<file path="src/rtl/flag_pkg.sv">
// Shared types and constants for the flag/branch path: condition codes,
// branch kinds and the bit positions of N, Z, C and V inside an NZCV nibble.
package flag_pkg;

  typedef enum logic [3:0] {
    COND_EQ = 4'd0,
    COND_NE = 4'd1,
    COND_HS = 4'd2,
    COND_LO = 4'd3,
    COND_MI = 4'd4,
    COND_PL = 4'd5,
    COND_VS = 4'd6,
    COND_VC = 4'd7,
    COND_HI = 4'd8,
    COND_LS = 4'd9,
    COND_GE = 4'd10,
    COND_LT = 4'd11,
    COND_GT = 4'd12,
    COND_LE = 4'd13,
    COND_AL = 4'd14,
    COND_NV = 4'd15
  } cond_e;

  typedef enum logic [1:0] {
    BR_UNCOND = 2'd0,
    BR_COND   = 2'd1,
    BR_CBZ    = 2'd2,
    BR_CBNZ   = 2'd3
  } br_type_e;

  localparam int FLAG_N = 3;
  localparam int FLAG_Z = 2;
  localparam int FLAG_C = 1;
  localparam int FLAG_V = 0;

endpackage

</file>
<file path="src/rtl/flag_branch_unit_if.sv">
// Bundle of ALU status, branch request and branch result signals between
// the EX stage (master) and the flag/branch unit (slave).
interface flag_branch_unit_if;

  logic       alu_negative;
  logic       alu_zero;
  logic       alu_carry_out;
  logic       alu_overflow;
  logic       set_flags;
  logic       br_valid;
  logic [1:0] br_type;
  logic [3:0] cond;
  logic       reg_zero;
  logic [3:0] flags_q;
  logic       br_done;
  logic       take_branch;

  modport master (
    output alu_negative, alu_zero, alu_carry_out, alu_overflow,
    output set_flags, br_valid, br_type, cond, reg_zero,
    input  flags_q, br_done, take_branch
  );

  modport slave (
    input  alu_negative, alu_zero, alu_carry_out, alu_overflow,
    input  set_flags, br_valid, br_type, cond, reg_zero,
    output flags_q, br_done, take_branch
  );

endinterface

</file>
<file path="src/rtl/flag_branch_unit_cond_eval.sv">
// Pure combinational ARM condition-code evaluator over an NZCV nibble.
// Kept standalone so a later conditional-select block can reuse it.
module cond_eval
  import flag_pkg::*;
(
  input  logic [3:0] nzcv,
  input  cond_e      cond,
  output logic       pass
);

  logic n;
  logic z;
  logic c;
  logic v;

  assign n = nzcv[FLAG_N];
  assign z = nzcv[FLAG_Z];
  assign c = nzcv[FLAG_C];
  assign v = nzcv[FLAG_V];

  // Decode each condition code; NV behaves as always, matching ARMv8.
  always_comb begin
    pass = 1'b1;
    case (cond)
      COND_EQ: pass = z;
      COND_NE: pass = !z;
      COND_HS: pass = c;
      COND_LO: pass = !c;
      COND_MI: pass = n;
      COND_PL: pass = !n;
      COND_VS: pass = v;
      COND_VC: pass = !v;
      COND_HI: pass = c & !z;
      COND_LS: pass = !c | z;
      COND_GE: pass = (n == v);
      COND_LT: pass = (n != v);
      COND_GT: pass = !z & (n == v);
      COND_LE: pass = z | (n != v);
      COND_AL: pass = 1'b1;
      COND_NV: pass = 1'b1;
      default: pass = 1'b1;
    endcase
  end

endmodule

</file>
<file path="src/rtl/flag_branch_unit.sv">
// Architectural NZCV register plus a one-cycle registered branch decision
// for B, B.cond, CBZ and CBNZ. B.cond may see the flags being written in
// the same cycle when FORWARD is set.
module flag_branch_unit
  import flag_pkg::*;
#(
  parameter bit         FORWARD     = 1'b1,
  parameter logic [3:0] RESET_FLAGS = 4'b0000
) (
  input  logic               clk,
  input  logic               reset,
  flag_branch_unit_if.slave  bus
);

  logic [3:0] aluFlags;
  logic [3:0] effFlags;
  logic       condPass;
  logic       decision;
  br_type_e   brType;

  logic [3:0] nzcv_q;
  logic [3:0] nzcv_d;
  logic       brDone_q;
  logic       brDone_d;
  logic       takeBranch_q;
  logic       takeBranch_d;

  assign aluFlags = {bus.alu_negative, bus.alu_zero, bus.alu_carry_out, bus.alu_overflow};
  assign brType   = br_type_e'(bus.br_type);

  // Pick the flags a B.cond sees: the in-flight ALU flags when forwarding, else the stored ones.
  always_comb begin
    effFlags = nzcv_q;
    if (FORWARD && bus.set_flags && (brType == BR_COND)) begin
      effFlags = aluFlags;
    end
  end

  cond_eval u_cond_eval (
    .nzcv (effFlags),
    .cond (cond_e'(bus.cond)),
    .pass (condPass)
  );

  // Branch outcome by kind; CBZ/CBNZ only look at the register zero detect.
  always_comb begin
    decision = 1'b1;
    case (brType)
      BR_UNCOND: decision = 1'b1;
      BR_COND:   decision = condPass;
      BR_CBZ:    decision = bus.reg_zero;
      BR_CBNZ:   decision = !bus.reg_zero;
      default:   decision = 1'b1;
    endcase
  end

  // Next-state for flags and branch result; take is forced low without a valid branch.
  always_comb begin
    nzcv_d       = nzcv_q;
    brDone_d     = bus.br_valid;
    takeBranch_d = bus.br_valid & decision;
    if (bus.set_flags) begin
      nzcv_d = aluFlags;
    end
  end

  // State registers with synchronous reset that overrides any same-cycle request.
  always_ff @(posedge clk) begin
    if (reset) begin
      nzcv_q       <= RESET_FLAGS;
      brDone_q     <= 1'b0;
      takeBranch_q <= 1'b0;
    end else begin
      nzcv_q       <= nzcv_d;
      brDone_q     <= brDone_d;
      takeBranch_q <= takeBranch_d;
    end
  end

  assign bus.flags_q     = nzcv_q;
  assign bus.br_done     = brDone_q;
  assign bus.take_branch = takeBranch_q;

endmodule

</file>
<file path="src/flat_wrapper.sv">
// flat-port wrapper written by rule: the top's interface ports become plain ports
module flag_branch_unit_flat import flag_pkg::*;
#(
  parameter bit         FORWARD     = 1'b1,
  parameter logic [3:0] RESET_FLAGS = 4'b0000
)
  (clk, reset, bus_alu_negative, bus_alu_zero, bus_alu_carry_out, bus_alu_overflow, bus_set_flags, bus_br_valid, bus_br_type, bus_cond, bus_reg_zero, bus_flags_q, bus_br_done, bus_take_branch);
  flag_branch_unit_if bus_i ();
  input  logic clk;
  input  logic reset;
  input wire logic [$bits(bus_i.alu_negative)-1:0] bus_alu_negative;
  input wire logic [$bits(bus_i.alu_zero)-1:0] bus_alu_zero;
  input wire logic [$bits(bus_i.alu_carry_out)-1:0] bus_alu_carry_out;
  input wire logic [$bits(bus_i.alu_overflow)-1:0] bus_alu_overflow;
  input wire logic [$bits(bus_i.set_flags)-1:0] bus_set_flags;
  input wire logic [$bits(bus_i.br_valid)-1:0] bus_br_valid;
  input wire logic [$bits(bus_i.br_type)-1:0] bus_br_type;
  input wire logic [$bits(bus_i.cond)-1:0] bus_cond;
  input wire logic [$bits(bus_i.reg_zero)-1:0] bus_reg_zero;
  output wire logic [$bits(bus_i.flags_q)-1:0] bus_flags_q;
  output wire logic [$bits(bus_i.br_done)-1:0] bus_br_done;
  output wire logic [$bits(bus_i.take_branch)-1:0] bus_take_branch;
  assign bus_i.alu_negative = bus_alu_negative;
  assign bus_i.alu_zero = bus_alu_zero;
  assign bus_i.alu_carry_out = bus_alu_carry_out;
  assign bus_i.alu_overflow = bus_alu_overflow;
  assign bus_i.set_flags = bus_set_flags;
  assign bus_i.br_valid = bus_br_valid;
  assign bus_i.br_type = bus_br_type;
  assign bus_i.cond = bus_cond;
  assign bus_i.reg_zero = bus_reg_zero;
  assign bus_flags_q = bus_i.flags_q;
  assign bus_br_done = bus_i.br_done;
  assign bus_take_branch = bus_i.take_branch;
  flag_branch_unit #(.FORWARD(FORWARD), .RESET_FLAGS(RESET_FLAGS)) u_core (.clk(clk), .reset(reset), .bus(bus_i));
endmodule
</file>
<file path="config.mk">
export PLATFORM = sky130hd
export DESIGN_NAME = flag_branch_unit_flat
export DESIGN_NICKNAME = d
export VERILOG_FILES = /design/src/rtl/flag_pkg.sv /design/src/rtl/flag_branch_unit_if.sv /design/src/rtl/flag_branch_unit_cond_eval.sv /design/src/rtl/flag_branch_unit.sv /design/src/flat_wrapper.sv
export SDC_FILE = /design/constraint.sdc
export NUM_CORES = 1
export LEC_CHECK = 0
export BUFFER_PORTS_ARGS = -buffer_cell sky130_fd_sc_hd__buf_4
export CAP_MARGIN = 20
export CORE_AREA = 3 3 40 42
export CTS_BUF_LIST = sky130_fd_sc_hd__clkbuf_4 sky130_fd_sc_hd__clkbuf_8 sky130_fd_sc_hd__clkbuf_16
export CTS_CLUSTER_DIAMETER = 100
export CTS_CLUSTER_SIZE = 40
export DETAILED_ROUTE_END_ITERATION = 6
export DIE_AREA = 0 0 43 45
export HOLD_SLACK_MARGIN = 0.02
export PLACE_DENSITY = 0.79
export SLEW_MARGIN = 5
export SYNTH_ARGS = -nofsm -noshare
export SYNTH_HDL_FRONTEND = slang
export SYNTH_SLANG_ARGS = --single-unit
export TNS_END_PERCENT = 20
</file>
<file path="constraint.sdc">
create_clock -name clk -period 1.89 [get_ports clk]
set_clock_uncertainty 0.2 [all_clocks]
set_input_delay 0 -clock clk [delete_from_list [all_inputs] [get_ports clk]]
set_output_delay 0 -clock clk [all_outputs]
set_load 0.1 [all_outputs]
</file>
==> results of run 1 <==
## worst max path at each step
stage	end	slack, ns	cells past startpoint
final	u_core.bus.take_branch	0.11	5
after global placement	u_core.bus.take_branch	0.21	5
after CTS	u_core.bus.take_branch	0.02	5
after global routing	u_core.bus.take_branch	0.002	8
after detailed placement	u_core.bus.take_branch	0.19	5
after floorplan	u_core.bus.take_branch	0.06	5
## metal layers
layer | share of wire (%) | global-route usage [%] | wire length (um)
met5 | 0 | 0 | 0
met4 | 8.2 | 21.69 | 140
met3 | 5.5 | 3.187 | 94
met2 | 49 | 31.14 | 835
met1 | 37 | 21.74 | 639
## power by group through the flow
stage / combinational [W] / clock, W / sequential [W]
2_1_floorplan: 0.0000696 / 0 / 0.000196
3_3_place_gp: 0.000174 / 0 / 0.000141
3_5_place_dp: 0.000175 / 0 / 0.000142
4_1_cts: 0.000204 / 0.000159 / 0.000139
5_1_grt: 0.000224 / 0.000170 / 0.000141
6_report: 0.000212 / 0.000162 / 0.000140
## Yosys cell counts (2+ instances only)
cell | number | area (um2)
nand4_1 | 2 | 12.51
mux2i_1 | 10 | 100.1
dfxtp_1 | 6 | 120.1
mux2_2 | 2 | 22.52
nand2_1 | 4 | 15.01
clkbuf_1 | 2 | 7.510
nand4b_1 | 2 | 17.52
a31oi_1 | 3 | 18.77
nand3_1 | 4 | 20.02
nor2_1 | 9 | 33.78
inv_1 | 2 | 7.510
xnor2_1 | 3 | 26.28
## kinds of logic (layout without fill, tap and decap cells)
kind of cell              Yosys count  count (layout)  synth area share [%]
xor gates and xnor gates            3               3                 4.965
buffers and inverters               6              40                 5.674
and+or+nand+nor                    26              26                 27.66
DFF                                 6               6                 22.70
AOI/OAI and AO/OA                  10              10                 15.84
muxes                              12              12                 23.17
## layout make-up
class	instances	area (um2)	share of cell area (%)
multi-input combinational	51	391.6	44.97
clock buffer	4	30.03	3.448
sequential	6	132.6	15.23
timing repair buffer	34	290.3	33.33
inverter	2	7.507	0.8621
tap	15	18.77	2.155
## state kept, by name, indices dropped and copies added (netlist names)
signal and flops:
u_core.bus.take_branch 1, u_core.bus.br_done 1, u_core.bus.flags_q 4
## critical path, stage by stage, from the launching register on
cell	delay (ns)
dfxtp_4	0.36
xnor2_2	0.21
mux2i_1	0.27
o22ai_1	0.15
a2111oi_2	0.36
a31oi_1	0.12
## stage by stage
stage	utilization, %	instances	total power [W]
2_1_floorplan	-	63	0.0002655
3_3_place_gp	53.55	94	0.0003146
3_5_place_dp	53.55	94	0.0003170
4_1_cts	66.80	112	0.0005028
5_1_grt	67.77	112	0.0005353
6_report	67.77	112	0.0005133
## repair_timing
| item | CTS | global route |
|---|---|---|
| buffers inserted | 0 | 0 |
| setup endpoints to repair | 0 | 1 |
| gates resized for setup | 0 | 2 |
| hold buffers | 14 | 0 |
| hold endpoints to repair | 6 | 0 |
==> flow_summary.yaml, run 1 <==
place:
  gp_congestion: 0.8479
  port_buffers: 20
  hpwlAfterDp_mm: 1.039
  dpl_worst_slack_ns: 0.1915
  place_area_um2: 688.2
clock_network:
  cts_max_level: 1
  clk_latency_ns: 0.26
  cts_buffers: 3
  path_clk_slew_ns: 0.06
  cts_buffer_depth: 2
  clock-sinks: 6
  cts_tree: "built"
  cts_root_buf: "clkbuf_4"
routing:
  first_pass_iters: 4
  initialDrtViolationCount: 19
  avgViaCountPerCell: 5.804
  vias: 650
  finalWirelength_mm: 1.710
  wl_per_cell_um: 15.27
  post-route-drc-count: 0
  antenna_left: 0
yosys:
  syn_avg_cell_area_um2: 8.401
  ys_ff_latch: 6
  async_reset_ff_share_pct: 0
  yosysWarnings: 0
  syn_inst: 63
  synth.cell_area_um2: 529.3
  ys_seq_area_share_pct: 22.70
  yosys_most_used_dff: "dfxtp_1"
  syn-num-nets: 78
  synth_cell_type_count: 26
  synth-edff-count: 0
sta:
  max_freq_ghz: 0.5603
  rsz0062_at_grt: "false"
  fin_ws_ns: 0.1051
  min_period_over_period_pct: 94.44
  fin_crit_ns: 1.785
  maxSlewHeadroom_pct: 75.30
  tightest_slew_ns: 0.3602
  hold_viol: 0
  drv_slew: 0
  fin_hold_ws_ns: 0.04474
  finalSetupViolCount: 0
  fin_tns_setup_ns: 0
grt:
  gr-total-overflow: 0
  antenna_found_initial: 0
  first_global_vias: 628
  grt_pass1_wl_mm: 2.746
  gr-usage-all-layers_pct: 19.83
  grt_max_degree: 16
critical_path:
  rr_endpoint: "u_core.bus.take_branch"
  crit_path_start: "u_core.bus.flags_q[3]"
  r2r.worst_path.cells: 5
  reg2reg_from: "u_core.bus.flags_q[3]"
  worst-path-max-fanout: 4
  cp.required_ns: 1.83
  cp-start-kind: "flop"
  ff2ff_setup_slack_ns: 0.11
  crit_type: "flop to flop"
  arrival_ns: 1.73
  worstSetupEndpointType: "flop"
power:
  p_clk_share_pct: 31.5
  p_comb_share_pct: 41.2
  switchingPower_w: 0.0001961
  peakVddDrop_mv: 0.3625
  power_density_mw_per_mm2: 589.5
  p_int_w: 0.0003173
  p_seq_share_pct: 27.3
  p_sw_share_pct: 38.19
  leakagePower_nw: 0.4118
layout:
  final_area_um2: 870.8
  mostFrequentLayoutCells: "buf_4 (20), dlygate4sd3_1 (14), mux2i_1 (10)"
  drive_gt1_share_pct: 35.05
  syn2layout_area_growth_pct: 64.54
  n_antenna_cell: 0
  nets: 113
  layout_commonest_cell: "buf_4"
  fill_cells: 108
min_path:
  hold_start: "bus_br_type[0]"
  whs_path_depth: 4
  hp-class: "primary input to flop"
  holdPathEnd: "u_core.bus.take_branch"
floorplanning:
  die_w_um: 43
  core-area_mm2: 0.001285
  die_area_mm2: 0.001935
  io_pins: 21
  start_util_pct: 41.19
  die_y_um: 45
  rows: 13
job:
  drv_cap: 0
status:
  status: "completed"
No activity file was read; power rests on OpenSTA's default activity.
==> inputs of run 2 (changes only) <==
- BUFFER_PORTS_ARGS: -buffer_cell sky130_fd_sc_hd__buf_4 -> unset
- DONT_BUFFER_PORTS: unset -> 1
- PLACE_DENSITY: 0.79 -> 0.65
==> run 2 against run 1 <==
  * Sequential share of layout area rose by 1.7 points
  * Routed wire length fell by 5.7%
  * Maximum frequency rose by 2.1%
  * Non-clock buffer count fell by 11
  * Final area fell by 10%
  * Combinational power fell by 16%
  * First-iteration DRC count rose by 32%
  * Via count fell by 4.6%
  * Die area did not move
  * Highest routed layer unchanged
==> flow_summary.yaml, run 2 (synthesis results as in run 1) <==
layout:
  multiInputGateArea_um2: 379.1
  syn2layout_area_growth_pct: 47.99
  n_antenna_cell: 0
  fill_cells: 115
  layout_commonest_cell: "dlygate4sd3_1"
  drive_gt1_share_pct: 20.93
  nets: 102
  mostFrequentLayoutCells: "dlygate4sd3_1 (17), mux2i_1 (10), nor2_1 (9)"
  largest_register_ffs: 4
  seq_area_um2: 132.6
clock_network:
  post-cts-setup-buffer-count: 0
  clock-sinks: 6
  cts_buffers: 3
  cts_tree: "built"
  path_clk_slew_ns: 0.05
  cts_root_buf: "clkbuf_4"
  cts_buffer_depth: 2
  cts_max_level: 1
  clk_latency_ns: 0.26
grt:
  antenna_found_initial: 0
  gr-usage-all-layers_pct: 17.76
  met3_usage_pct: 7.171
  gr-total-overflow: 0
  top_usage_layer: "met2"
  grt_pass1_wl_mm: 2.421
  grt_max_degree: 11
  met2_usage_pct: 29.34
  first_global_vias: 532
  use_met1_pct: 19.85
routing:
  first_pass_iters: 4
  antenna_left: 0
  wl_per_cell_um: 15.96
  initialDrtViolationCount: 25
  finalWirelength_mm: 1.612
  avgViaCountPerCell: 6.139
  vias: 620
  post-route-drc-count: 0
sta:
  fin_tns_setup_ns: 0
  fin_crit_ns: 1.748
  drv_slew: 0
  max_freq_ghz: 0.5722
  rsz0062_at_grt: "false"
  min_period_over_period_pct: 92.47
  tightest_slew_ns: 0.3519
  maxSlewHeadroom_pct: 75.87
  fin_ws_ns: 0.1424
  finalSetupViolCount: 0
  hold_viol: 0
place:
  port_buffers: 0
  dpl_worst_slack_ns: 0.1579
  gp_congestion: 0.8273
  hpwlAfterDp_um: 980
floorplanning:
  io_pins: 21
  core-area_mm2: 0.001285
  die_area_mm2: 0.001935
  start_util_pct: 41.19
  die_y_um: 45
  rows: 13
  die_w_um: 43
job:
  drv_cap: 0
power:
  power_density_mw_per_mm2: 603.1
  peakVddDrop_mv: 0.4056
  leakagePower_nw: 0.3528
critical_path:
  crit_type: "flop to flop"
  crit_end: "u_core.bus.take_branch"
  rr_endpoint: "u_core.bus.take_branch"
  r2r.worst_path.cells: 5
  cp.required_ns: 1.83
  reg2reg_from: "u_core.bus.flags_q[3]"
  crit_path_start: "u_core.bus.flags_q[3]"
  ff2ff_setup_slack_ns: 0.14
  arrival_ns: 1.68
  cp-start-kind: "flop"
  worst-path-max-fanout: 3
  worstSetupEndpointType: "flop"
min_path:
  hp-class: "primary input to flop"
status:
  status: "completed"
==> run 2: cell types whose count changed in the layout (fill, tap and decap cells not counted) <==
cell,change
xnor2_2,-1
a2111oi_2,-1
a2111oi_1,+1
buf_4,-14
dlygate4sd3_1,+3
xnor2_1,+1
==> run 2: layout make-up <==
cell class,instances,share of cell area (%)
clock buffers,4,3.834
inverters,2,0.9585
multi-input cells,51,48.40
flip-flops and latches,6,16.93
well taps,15,2.396
repair buffers,23,27.48
==> run 2: worst min path at each step <==
stage          cells after the start        startpoint                      to  slack [ns]
6_report                           3       bus_cond[2]  u_core.bus.take_branch        0.02
5_1_grt                            4  bus_alu_overflow  u_core.bus.take_branch        0.05
4_1_cts                            4       bus_cond[2]  u_core.bus.take_branch        0.02
3_5_place_dp                       1             reset   u_core.bus.flags_q[0]       -0.13
3_3_place_gp                       1             reset   u_core.bus.flags_q[1]       -0.14
2_1_floorplan                      1             reset   u_core.bus.flags_q[0]       -0.14
==> run 2: where the power goes <==
group          switching (W)  internal (W)
clock network      0.0000603     0.0000952
logic               0.000106     0.0000729
registers         0.00000534      0.000133
==> run 2: metrics by stage <==
stage	hold slack, ns	utilization, %	instances	cell area, um2	power [W]
2_1_floorplan	-0.1373	-	63	541.8	0.0002655
4_1_cts	0.02320	60.95	101	783.3	0.0004687
5_1_grt	0.05337	60.95	101	783.3	0.0004913
6_report	0.02059	60.95	101	783.3	0.0004724
3_5_place_dp	-0.1347	45.37	80	583.1	0.0002753
3_3_place_gp	-0.1358	45.37	80	583.1	0.0002745
==> run 2: critical path: stages, from the launching register on <==
cell	delay, ns
dfxtp_4	0.34
xnor2_1	0.23
mux2i_1	0.21
o22ai_1	0.10
a2111oi_1	0.41
a31oi_1	0.13
==> run 2: routing by layer <==
layer | vias to the layer above | routed length (um)
li1 | 285 | -
met4 | 0 | 50
met5 | - | 0
met2 | 44 | 747
met1 | 280 | 618
met3 | 11 | 195
==> run 2: what timing repair did <==
action	CTS	global route
gates resized for setup	0	0
endpoints found under the hold margin	6	0
hold buffers	17	0
==> inputs of run 3 (changes only) <==
- CTS_BUF_LIST: sky130_fd_sc_hd__clkbuf_4 sky130_fd_sc_hd__clkbuf_8 sky130_fd_sc_hd__clkbuf_16 -> sky130_fd_sc_hd__clkbuf_8
==> run 3 against run 2 <==
  * Clock power up 32%
  * Hold slack better by 0.0036 ns
  * Non-clock buffer count did not move
  * Clock-buffer cell count is 1 lower
  * Via count is 4.2% lower
  * Critical path depth stayed put
  * Final area rose by 1.9%
  * Largest power group is now the clock network
==> flow_summary.yaml, run 3 (synthesis results as in run 1) <==
clock_network:
  cts_root_buf: "clkbuf_8"
  post_cts_resized: 0
  cts_max_level: 1
  path_clk_slew_ns: 0.04
  clock-sinks: 6
  clk_latency_ns: 0.23
  cts_tree: "built"
  post-cts-setup-buffer-count: 0
  cts_buffers: 3
  cts_buffer_depth: 2
floorplanning:
  io_pins: 21
  start_util_pct: 41.19
  die_y_um: 45
  core-area_mm2: 0.001285
  die_w_um: 43
  die_area_mm2: 0.001935
  rows: 13
power:
  p_int_w: 0.0003470
  p_comb_share_pct: 33.9
  p_clk_share_pct: 39.4
  power_density_mw_per_mm2: 652.4
  p_seq_share_pct: 26.7
  p_total_w: 0.0005208
  p_sw_share_pct: 33.37
  leakagePower_nw: 0.3613
  peakVddDrop_mv: 0.3728
  switchingPower_w: 0.0001738
min_path:
  hp-class: "primary input to flop"
  whs_path_depth: 4
  hold_start: "bus_cond[1]"
  holdPathEnd: "u_core.bus.take_branch"
sta:
  min_period_over_period_pct: 92.47
  fin_hold_ws_ns: 0.02416
  tightest_slew_ns: 0.3507
  fin_crit_ns: 1.748
  finalSetupViolCount: 0
  hold_viol: 0
  max_freq_ghz: 0.5722
  fin_tns_setup_ns: 0
  maxSlewHeadroom_pct: 75.95
  rsz0062_at_grt: "false"
  drv_slew: 0
job:
  drv_cap: 0
grt:
  gr-usage-all-layers_pct: 17.60
  grt_pass1_wl_mm: 2.477
  antenna_found_initial: 0
  grt_max_degree: 11
  gr-total-overflow: 0
  first_global_vias: 547
critical_path:
  crit_type: "flop to flop"
  cp.required_ns: 1.79
  worst-path-max-fanout: 3
  r2r.worst_path.cells: 5
  cp-start-kind: "flop"
  reg2reg_from: "u_core.bus.flags_q[3]"
  arrival_ns: 1.65
  worstSetupEndpointType: "flop"
  rr_endpoint: "u_core.bus.take_branch"
  ff2ff_setup_slack_ns: 0.14
layout:
  fill_cells: 115
  n_antenna_cell: 0
  mostFrequentLayoutCells: "dlygate4sd3_1 (17), mux2i_1 (10), nor2_1 (9)"
  multiInputGateArea_um2: 379.1
  layout_commonest_cell: "dlygate4sd3_1"
  drive_gt1_share_pct: 19.77
  seq_area_um2: 132.6
  largest_register_ffs: 4
  fin_util_pct: 62.12
  nets: 102
  syn2layout_area_growth_pct: 50.83
  final_area_um2: 798.3
routing:
  vias: 594
  post-route-drc-count: 0
  avgViaCountPerCell: 5.881
  antenna_left: 0
  first_pass_iters: 5
  initialDrtViolationCount: 27
  wl_per_cell_um: 16.15
  finalWirelength_mm: 1.631
place:
  gp_congestion: 0.8273
  place_area_um2: 583.1
  port_buffers: 0
  hpwlAfterDp_um: 980
status:
  status: "completed"
-- run 3: cell count changes in the layout (fill, tap and decap cells not counted), sizes merged --
cell / change
clkbuf: -1
inv: +1
-- run 3: final cells by class --
type / count / share of cell area, %
Clock inverter: 1 / 0.4702
Timing Repair Buffer: 23 / 26.96
Clock buffer: 3 / 5.172
Sequential cell: 6 / 16.61
Inverter: 2 / 0.9404
Tap cell: 15 / 2.351
Multi-Input combinational cell: 51 / 47.49
-- run 3: per-layer routing --
| layer | wire length, um | up-vias | global-route usage, % |
|---|---|---|---|
| met5 | 0 | - | 0 |
| met1 | 672 | 273 | 20.58 |
| met4 | 9 | 0 | 5.422 |
| met3 | 154 | 2 | 6.375 |
| li1 | - | 283 | - |
| met2 | 795 | 36 | 30.24 |
-- run 3: how the worst max path moves through the flow --
stage,start,endpoint,slack [ns],depth (start not counted)
after global routing,u_core.bus.flags_q[3],u_core.bus.take_branch,0.02,5
after global placement,u_core.bus.flags_q[3],u_core.bus.take_branch,0.21,5
final,u_core.bus.flags_q[3],u_core.bus.take_branch,0.14,5
after detailed placement,u_core.bus.flags_q[3],u_core.bus.take_branch,0.16,5
after CTS,u_core.bus.flags_q[3],u_core.bus.take_branch,0.14,5
after floorplan,u_core.bus.flags_q[0],u_core.bus.take_branch,0.06,5
-- run 3: power groups by stage --
stage | sequential (W) | clock [W] | combinational [W]
2_1_floorplan | 0.000196 | 0 | 0.0000696
3_3_place_gp | 0.000140 | 0 | 0.000135
3_5_place_dp | 0.000140 | 0 | 0.000135
4_1_cts | 0.000138 | 0.000207 | 0.000173
5_1_grt | 0.000139 | 0.000216 | 0.000187
6_report | 0.000139 | 0.000205 | 0.000177
-- run 3: critical path: stages (launching register included) --
cell       delay, ns
dfxtp_4         0.34
xnor2_1         0.23
mux2i_1         0.21
o22ai_1         0.10
a2111oi_1       0.41
a31oi_1         0.13
-- run 3: metrics by stage --
step | std cells | setup WS, ns
6_report | 101 | 0.1422
3_3_place_gp | 80 | 0.2145
3_5_place_dp | 80 | 0.1579
2_1_floorplan | 63 | 0.06358
5_1_grt | 101 | 0.02230
4_1_cts | 101 | 0.1388
-- run 3: repair_timing --
item	CTS	global route
endpoints found under the hold margin	6	0
setup endpoints to repair	0	0
hold buffers	17	0
